File: src/rtl/prog_clock_divider.sv
// Programmable multi-channel tick/square divider plus legacy free-running count.
// Define CLKDIV_SYNC_EN to add a `sync` input that phase-aligns every channel.
module prog_clock_divider #(
  parameter int          CHANNELS    = 4,
  parameter int          WIDTH       = 26,
  parameter int          FREE_WIDTH  = 32,
  parameter int unsigned DEFAULT_DIV = 4
) (
  input  logic                        clk,
  input  logic                        reset,
  input  logic                        enable,
  input  logic                        load,
  input  logic [$clog2(CHANNELS)-1:0] load_ch,
  input  logic [WIDTH-1:0]            load_div,
`ifdef CLKDIV_SYNC_EN
  input  logic                        sync,
`endif
  output logic [FREE_WIDTH-1:0]       free_count,
  output logic [CHANNELS-1:0]         tick,
  output logic [CHANNELS-1:0]         square
);

  localparam int               CW      = $clog2(CHANNELS);
  localparam logic [WIDTH-1:0] DIV_RST = WIDTH'(DEFAULT_DIV);

  logic [WIDTH-1:0]    cnt [CHANNELS];
  logic [WIDTH-1:0]    div [CHANNELS];
  logic [CHANNELS-1:0] hit;
  logic [CHANNELS-1:0] term;

  // Terminal test uses cnt+1 so div-1 is never formed; cnt+1 cannot wrap
  // because cnt never exceeds div-1.
  always_comb begin
    for (int i = 0; i < CHANNELS; i++) begin
      hit[i]  = load && (load_ch == CW'(i));
      term[i] = (div[i] != '0) && ((cnt[i] + WIDTH'(1)) == div[i]);
    end
  end

  always_ff @(posedge clk or negedge reset) begin
    if (!reset) begin
      free_count <= '0;
      tick       <= '0;
      square     <= '0;
      for (int i = 0; i < CHANNELS; i++) begin
        cnt[i] <= '0;
        div[i] <= DIV_RST;
      end
    end else begin
      free_count <= free_count + FREE_WIDTH'(1);
      for (int i = 0; i < CHANNELS; i++) begin
        if (hit[i]) begin
          div[i]  <= load_div;
          cnt[i]  <= '0;
          tick[i] <= 1'b0;
`ifdef CLKDIV_SYNC_EN
          if (sync) square[i] <= 1'b0;
        end else if (sync) begin
          cnt[i]    <= '0;
          tick[i]   <= 1'b0;
          square[i] <= 1'b0;
`endif
        end else if (enable && (div[i] != '0)) begin
          if (term[i]) begin
            cnt[i]    <= '0;
            tick[i]   <= 1'b1;
            square[i] <= ~square[i];
          end else begin
            cnt[i]  <= cnt[i] + WIDTH'(1);
            tick[i] <= 1'b0;
          end
        end else begin
          // Disabled or switched-off channel: hold count and square.
          tick[i] <= 1'b0;
        end
      end
    end
  end

endmodule

File: config.mk
export PLATFORM = sky130hd
export DESIGN_NAME = prog_clock_divider
export DESIGN_NICKNAME = d
export VERILOG_FILES = /design/src/rtl/prog_clock_divider.sv
export SDC_FILE = /design/constraint.sdc
export NUM_CORES = 1
export LEC_CHECK = 0
export CAP_MARGIN = 20
export CELL_PAD_IN_SITES_DETAIL_PLACEMENT = 1
export CELL_PAD_IN_SITES_GLOBAL_PLACEMENT = 1
export CORE_ASPECT_RATIO = 0.6
export CORE_UTILIZATION = 52
export CTS_BUF_LIST = sky130_fd_sc_hd__clkbuf_16
export DETAILED_ROUTE_END_ITERATION = 16
export GPL_TIMING_DRIVEN = 0
export PLACE_DENSITY_LB_ADDON = 0.1
export SLEW_MARGIN = 25
export SYNTH_ARGS = -nofsm -noshare
export SYNTH_HDL_FRONTEND = slang
export SYNTH_SLANG_ARGS = --single-unit
File: constraint.sdc
create_clock -name clk -period 8.7 [get_ports clk]
set_input_delay 0.87 -clock clk [delete_from_list [all_inputs] [get_ports clk]]
set_output_delay 0.87 -clock clk [all_outputs]
set_load 0.005 [all_outputs]
==> impl_metrics.toml, run 1 <==
[routing]
dr_total_vias = 13925
firstDrtPassIters = 5
avgRoutedWirePerCell_um = 25.6
viasPerCell = 6.71
antenna_left = 0
wirelength_mm = 53.1
drc = 0
drt_iter0_drc = 1321

[clocking]
clockRootBuffer = "clkbuf_16"
hold_buffers = 0
clk_latency_ns = 0.55
clkTransAtPathRegs_ns = 0.06
postCtsSetupBuffers = 0
cts_tree = "built"
htree_num_levels = 1
numCtsBuffers = 25
clk_path_buf_depth = 3
clock-sinks = 248
ctsResizeCount = 0

[grt]
grt_usage_pct = 35.8
antenna_found_initial = 5
grt_max_degree = 85
first_global_vias = 13783
overflow = 0
grt_pass1_wl_mm = 82.2

[worst_setup_path]
cpMaxStageDelayCell = "or4_1"
required_ns = 9.09
end_kind = "register"
path_max_fanout = 10
path_cells = "clkbuf_1, nand4_1, or4_1, xnor2_1, nor4bb_1, nand4_1, and4b_1, nor2_1, clkbuf_1, nand3_1, o311ai_0"
cpPeakStageDelay_ns = 0.68
worstSetupPathType = "reg -> reg"
critPathArrivalTime_ns = 4.80
start_kind = "register"

[synth]
synth_fp_nets = 1627
ys_async_sr_fraction_pct = 100
syn_avg_cell_area_um2 = 9.54
yosysWarnings = 0
syn_inst = 1590
ys_ff_latch = 248
synth-edff-count = 0
ys_seq_area_share_pct = 41.0
ys_types = 91
syn-cell-area_um2 = 15200
ys.flop_type = "dfrtp_1"

[die]
row_count = 47
core-area_um2 = 28100
die_h_um = 134
ios = 72
start_util_pct = 53.9
die_w_um = 222
die_area_um2 = 29900

[sta]
worst-slew-pin-transition_ns = 0.973
drv_slew = 0
hold_slack_ns = 0.222
hold_viol_final = 0
fmax_mhz = 227
setup_viol = 0
fin_crit_ns = 4.41
fin_worst_skew_ns = 0.0104
rsz0062_at_grt = "no"
setup_tns_ns = 0
fin_ws_ns = 4.29
fin_crit_sh_pct = 50.7
slew_headroom_pct = 34.5

[final_layout]
final_common_cell = "dfrtp_1"
layout_common_cells = "dfrtp_1 (244), nand2_1 (124), xnor2_1 (116)"
area_growth_pct = 13.5
fillers = 3141
nets = 1728
layout-drive-gt1-share_pct = 12.9
diodes = 0
final_cells = 2076

[placement]
place_congestion = 0.984
dp_slack_ns = 4.46
dp_cells = 2031
hpwl_mm = 39.1
portBuffers = 71

[min_path]
hold_class = "in -> async"

[pwr]
ir_worst_vdd_mv = 0.131
p_per_area_nw_per_um2 = 183
p_leak_nw = 6.84

[flow_run]
max-cap-violations = 0

[outcome]
status = "finished, final reports clean"
through the flow:
step | area (um^2) | util [%] | power, mW
after floorplan | 15200 | - | 1.80
after global placement | 16300 | 58.1 | 2.01
after detailed placement | 16400 | 58.4 | 2.05
after CTS | 17200 | 61.2 | 3.13
after global routing | 17200 | 61.2 | 3.25
final | 17200 | 61.2 | 3.15
report_power, final:
group,internal (mW),switching [mW],total (mW)
Sequential,1.26,0.165,1.43
Clock,0.607,0.477,1.08
Combinational,0.280,0.352,0.632
Total,2.15,0.994,3.15
cell type report:
| class | count | area (um^2) | share of cell area, % |
|---|---|---|---|
| Inverter | 36 | 135 | 0.785 |
| Buffer | 97 | 455 | 2.65 |
| Clock buffer | 25 | 626 | 3.64 |
| Clock inverter | 20 | 159 | 0.923 |
| Multi-Input combinational cell | 1209 | 8370 | 48.6 |
| Sequential cell | 248 | 6210 | 36.1 |
| Tap cell | 367 | 459 | 2.67 |
| Timing Repair Buffer | 74 | 798 | 4.64 |
cells in the mapped netlist, types with 13 or more instances:
master	n	area, um^2
a21o_1	20	150
a21oi_1	38	190
a31oi_1	23	144
and2_1	13	81.3
and3_1	35	219
and4_1	18	158
buf_2	28	140
clkbuf_1	51	191
dfrtp_1	244	6110
inv_1	36	135
mux2_2	104	1170
mux2i_1	14	140
nand2_1	124	465
nand3_1	106	531
nand4_1	66	413
nor2_1	69	259
nor3_1	41	205
nor4_1	50	313
o21ai_0	63	315
o22ai_1	13	81.3
o311ai_0	18	158
or3_1	24	150
xnor2_1	116	1020
xor2_1	54	473
cell families after synthesis:
kind of cell / synth area share [%]
fa+ha+maj: 0.413
mux: 8.65
xor+xnor: 9.93
flops: 41.0
simple gates: 24.0
compound gates: 12.1
buf+inv: 3.90
flip-flops by register name, indices dropped and copies added, names as in the netlist:
signal / count
square: 4
cnt: 104
div: 104
tick: 4
free_count: 32
critical path, delay by kind of cell, from the launching register on:
family	cells	cell delay (ns)
compound gates	1	0.17
xor+xnor	1	0.47
buf+inv	2	0.74
flops	1	0.33
simple gates	7	2.55
routing by layer:
| metal | share of wire, % | vias to the layer above | global-route usage [%] |
|---|---|---|---|
| li1 | - | 6094 | - |
| met3 | 9.0 | 87 | 6.75 |
| met1 | 47 | 7158 | 54.7 |
| met5 | 0.017 | - | 0 |
| met4 | 2.1 | 2 | 8.58 |
| met2 | 42 | 584 | 51.9 |
worst paths after layout:
check,start,endpoint,slack [ns],cells past startpoint
min in group clk,free_count[31],free_count[31],0.47,1
min reg2reg,free_count[31],free_count[31],0.47,1
max in group asynchronous,reset,cnt[27],7.40,3
min,reset,cnt[57],0.22,1
max reg2reg,cnt[59],cnt[77],4.29,11
max,cnt[59],cnt[77],4.29,11
(Power assumes the default switching activity.)
==> run 2, diff against run 1 <==
- CORE_UTILIZATION: 52 -> 44
- clock period: 8.7 -> 3.8 ns (I/O delays scaled with it)
==> run 2 against run 1 <==
Clock skew is 0.0067 ns higher. Via count fell by 1.5%. Sequential cell count unchanged. Wire length increased by 0.93%. Combinational power up 130%. Clock power increased by 140%. Fmax up 19%. Register-to-register slack worse by 4.2 ns. First-iteration DRC count fell by 9.8%. Design area rose by 3.0%. Core utilization fell by 8.8 points. Largest cell class unchanged.
==> impl_metrics.toml, run 2 (synthesis gave the netlist of run 1 again) <==
[routing]
antenna_left = 0
viasPerCell = 6.26
drt_iter0_drc = 1191
firstDrtPassIters = 5
avgRoutedWirePerCell_um = 24.4
drc = 0
dr_total_vias = 13715
wirelength_mm = 53.6

[sta]
slew_headroom_pct = 28.1
drv_slew = 0
setup_viol = 0
hold_viol_final = 0
fin_ws_ns = 0.0916
fin_worst_skew_ns = 0.0170
worst-slew-pin-transition_ns = 1.07
fmax_mhz = 270
fin_crit_sh_pct = 97.6
fin_crit_ns = 3.71

[die]
start_util_pct = 44.8
row_count = 52
ios = 72
core-area_um2 = 33800
die_w_um = 242
die_area_um2 = 35200
die_h_um = 146

[final_layout]
area_growth_pct = 16.9
fin_util_pct = 52.4
layout_common_cells = "dfrtp_1 (242), nand2_1 (123), xnor2_1 (115)"
nets = 1750
final_common_cell = "dfrtp_1"
fin_area_um2 = 17700
largestRegisters = "cnt (104), div (104), free_count (32)"
layout-drive-gt1-share_pct = 16.4
fillers = 3837
diodes = 0
final_cells = 2192

[placement]
place_congestion = 0.954
portBuffers = 71
hpwl_mm = 39.4
place_area_um2 = 16500
dp_cells = 2123
dp_slack_ns = -0.368

[worst_setup_path]
path_max_fanout = 10
cp_common_cell = "buf_4"
end_kind = "register"
start_kind = "register"
required_ns = 4.23
worstSetupPathType = "reg -> reg"
path_cells = "ha_2, nand4_1, buf_4, buf_4, nor4_4, and3_1, xnor2_1, nand4b_1, nor4_4, or2_1, buf_2, buf_4, o21ai_0, o2bb2ai_1"
cpMaxStageDelayCell = "dfrtp_2"
cpPeakStageDelay_ns = 0.45
critPathArrivalTime_ns = 4.14
reg2reg_depth = 14

[grt]
overflow = 0
met3_usage_pct = 5.31
grt_max_degree = 91
antenna_found_initial = 4
met2_usage_pct = 44.1
grt_busiest_layer = "met1"
grt_pass1_wl_mm = 83.1
grt_usage_pct = 30.2
grt_use_met1_pct = 46.5
first_global_vias = 13792

[flow_run]
max-cap-violations = 0

[pwr]
p_leak_nw = 7.10
switching_share_pct = 32.5
intPower_mw = 4.92
ir_worst_vdd_mv = 0.369
p_per_area_nw_per_um2 = 411
power.net_switching_mw = 2.36
p_seq_share_pct = 44.4
combPwrFrac_pct = 20.2
power.clock.fraction_pct = 35.5

[clocking]
numCtsBuffers = 26
clkTransAtPathRegs_ns = 0.07
cts_tree = "built"
clockRootBuffer = "clkbuf_16"
htree_num_levels = 1
clock-sinks = 248
clk_latency_ns = 0.57
clk_path_buf_depth = 3

[min_path]
hold_class = "in -> async"

[outcome]
status = "finished, final reports clean"
==> run 2: cell types whose count changed in the layout (fill, tap and decap cells not counted), moves of 4 or more <==
cell        before  now
clkinvlp_4       0    5
inv_1           43   37
clkbuf_2         5   11
nor4_4           2    8
buf_4            2   30
clkbuf_1        51   38
nor4_2           6    2
==> run 2: final cells by class <==
type,instances,area [um^2],area share [%]
clock buffers,27,676,3.81
multi-input cells,1209,8510,48.0
well taps,459,574,3.24
clock inverters,21,155,0.875
repair buffers,102,1010,5.70
inverters,36,135,0.762
plain buffers,90,448,2.53
flip-flops and latches,248,6210,35.1
==> run 2: what timing repair did <==
action | 4_1_cts | 5_1_grt
pin swaps | 8 | 9
endpoints found under the setup margin | 95 | 92
gates cloned | 0 | 0
hold buffers | 1 | 0
endpoints found under the hold margin | 37 | 0
resized for setup | 17 | 27
buffers inserted | 13 | 14
==> run 2: layer usage <==
metal,vias to the layer above,wire [um]
met1,7084,26300
met2,427,22700
met5,-,0
li1,6140,-
met4,0,846
met3,64,3790
==> run 2: worst max-delay path: cells and delay by family, from the launching register on <==
kind	cells	cell delay, ns
flops	1	0.45
buf+inv	4	0.90
compound gates	2	0.27
xor+xnor	1	0.19
simple gates	6	1.48
fa+ha+maj	1	0.28
==> run 2: final timing paths <==
| kind | startpoint | endpoint | slack, ns |
|---|---|---|---|
| worst max-delay path | cnt[26] | cnt[28] | 0.09 |
| worst min-delay path | reset | cnt[59] | 0.29 |
| max in group asynchronous | reset | div[2] | 2.03 |
| worst max register to register | cnt[26] | cnt[28] | 0.09 |
| worst min register to register | square[2] | square[2] | 0.47 |
| min in group clk | square[2] | square[2] | 0.47 |
==> run 2: power by group through the flow <==
stage               sequential [mW]  combinational, mW  clock [mW]
finish                         3.23               1.47        2.58
global route                   3.26               1.58        2.72
CTS                            3.22               1.43        2.63
detailed placement             3.27               1.42           0
global placement               3.26               1.35           0
floorplan                      3.13              0.987           0
==> run 2: through the flow <==
stage | power [mW] | hold WS, ns | setup TNS [ns]
CTS | 7.29 | 0.279 | -0.00253
detailed placement | 4.69 | 0.280 | -18.26
floorplan | 4.12 | 0.0844 | 0
finish | 7.28 | 0.286 | 0
global route | 7.56 | 0.316 | -0.0718
global placement | 4.61 | 0.459 | -2167.05
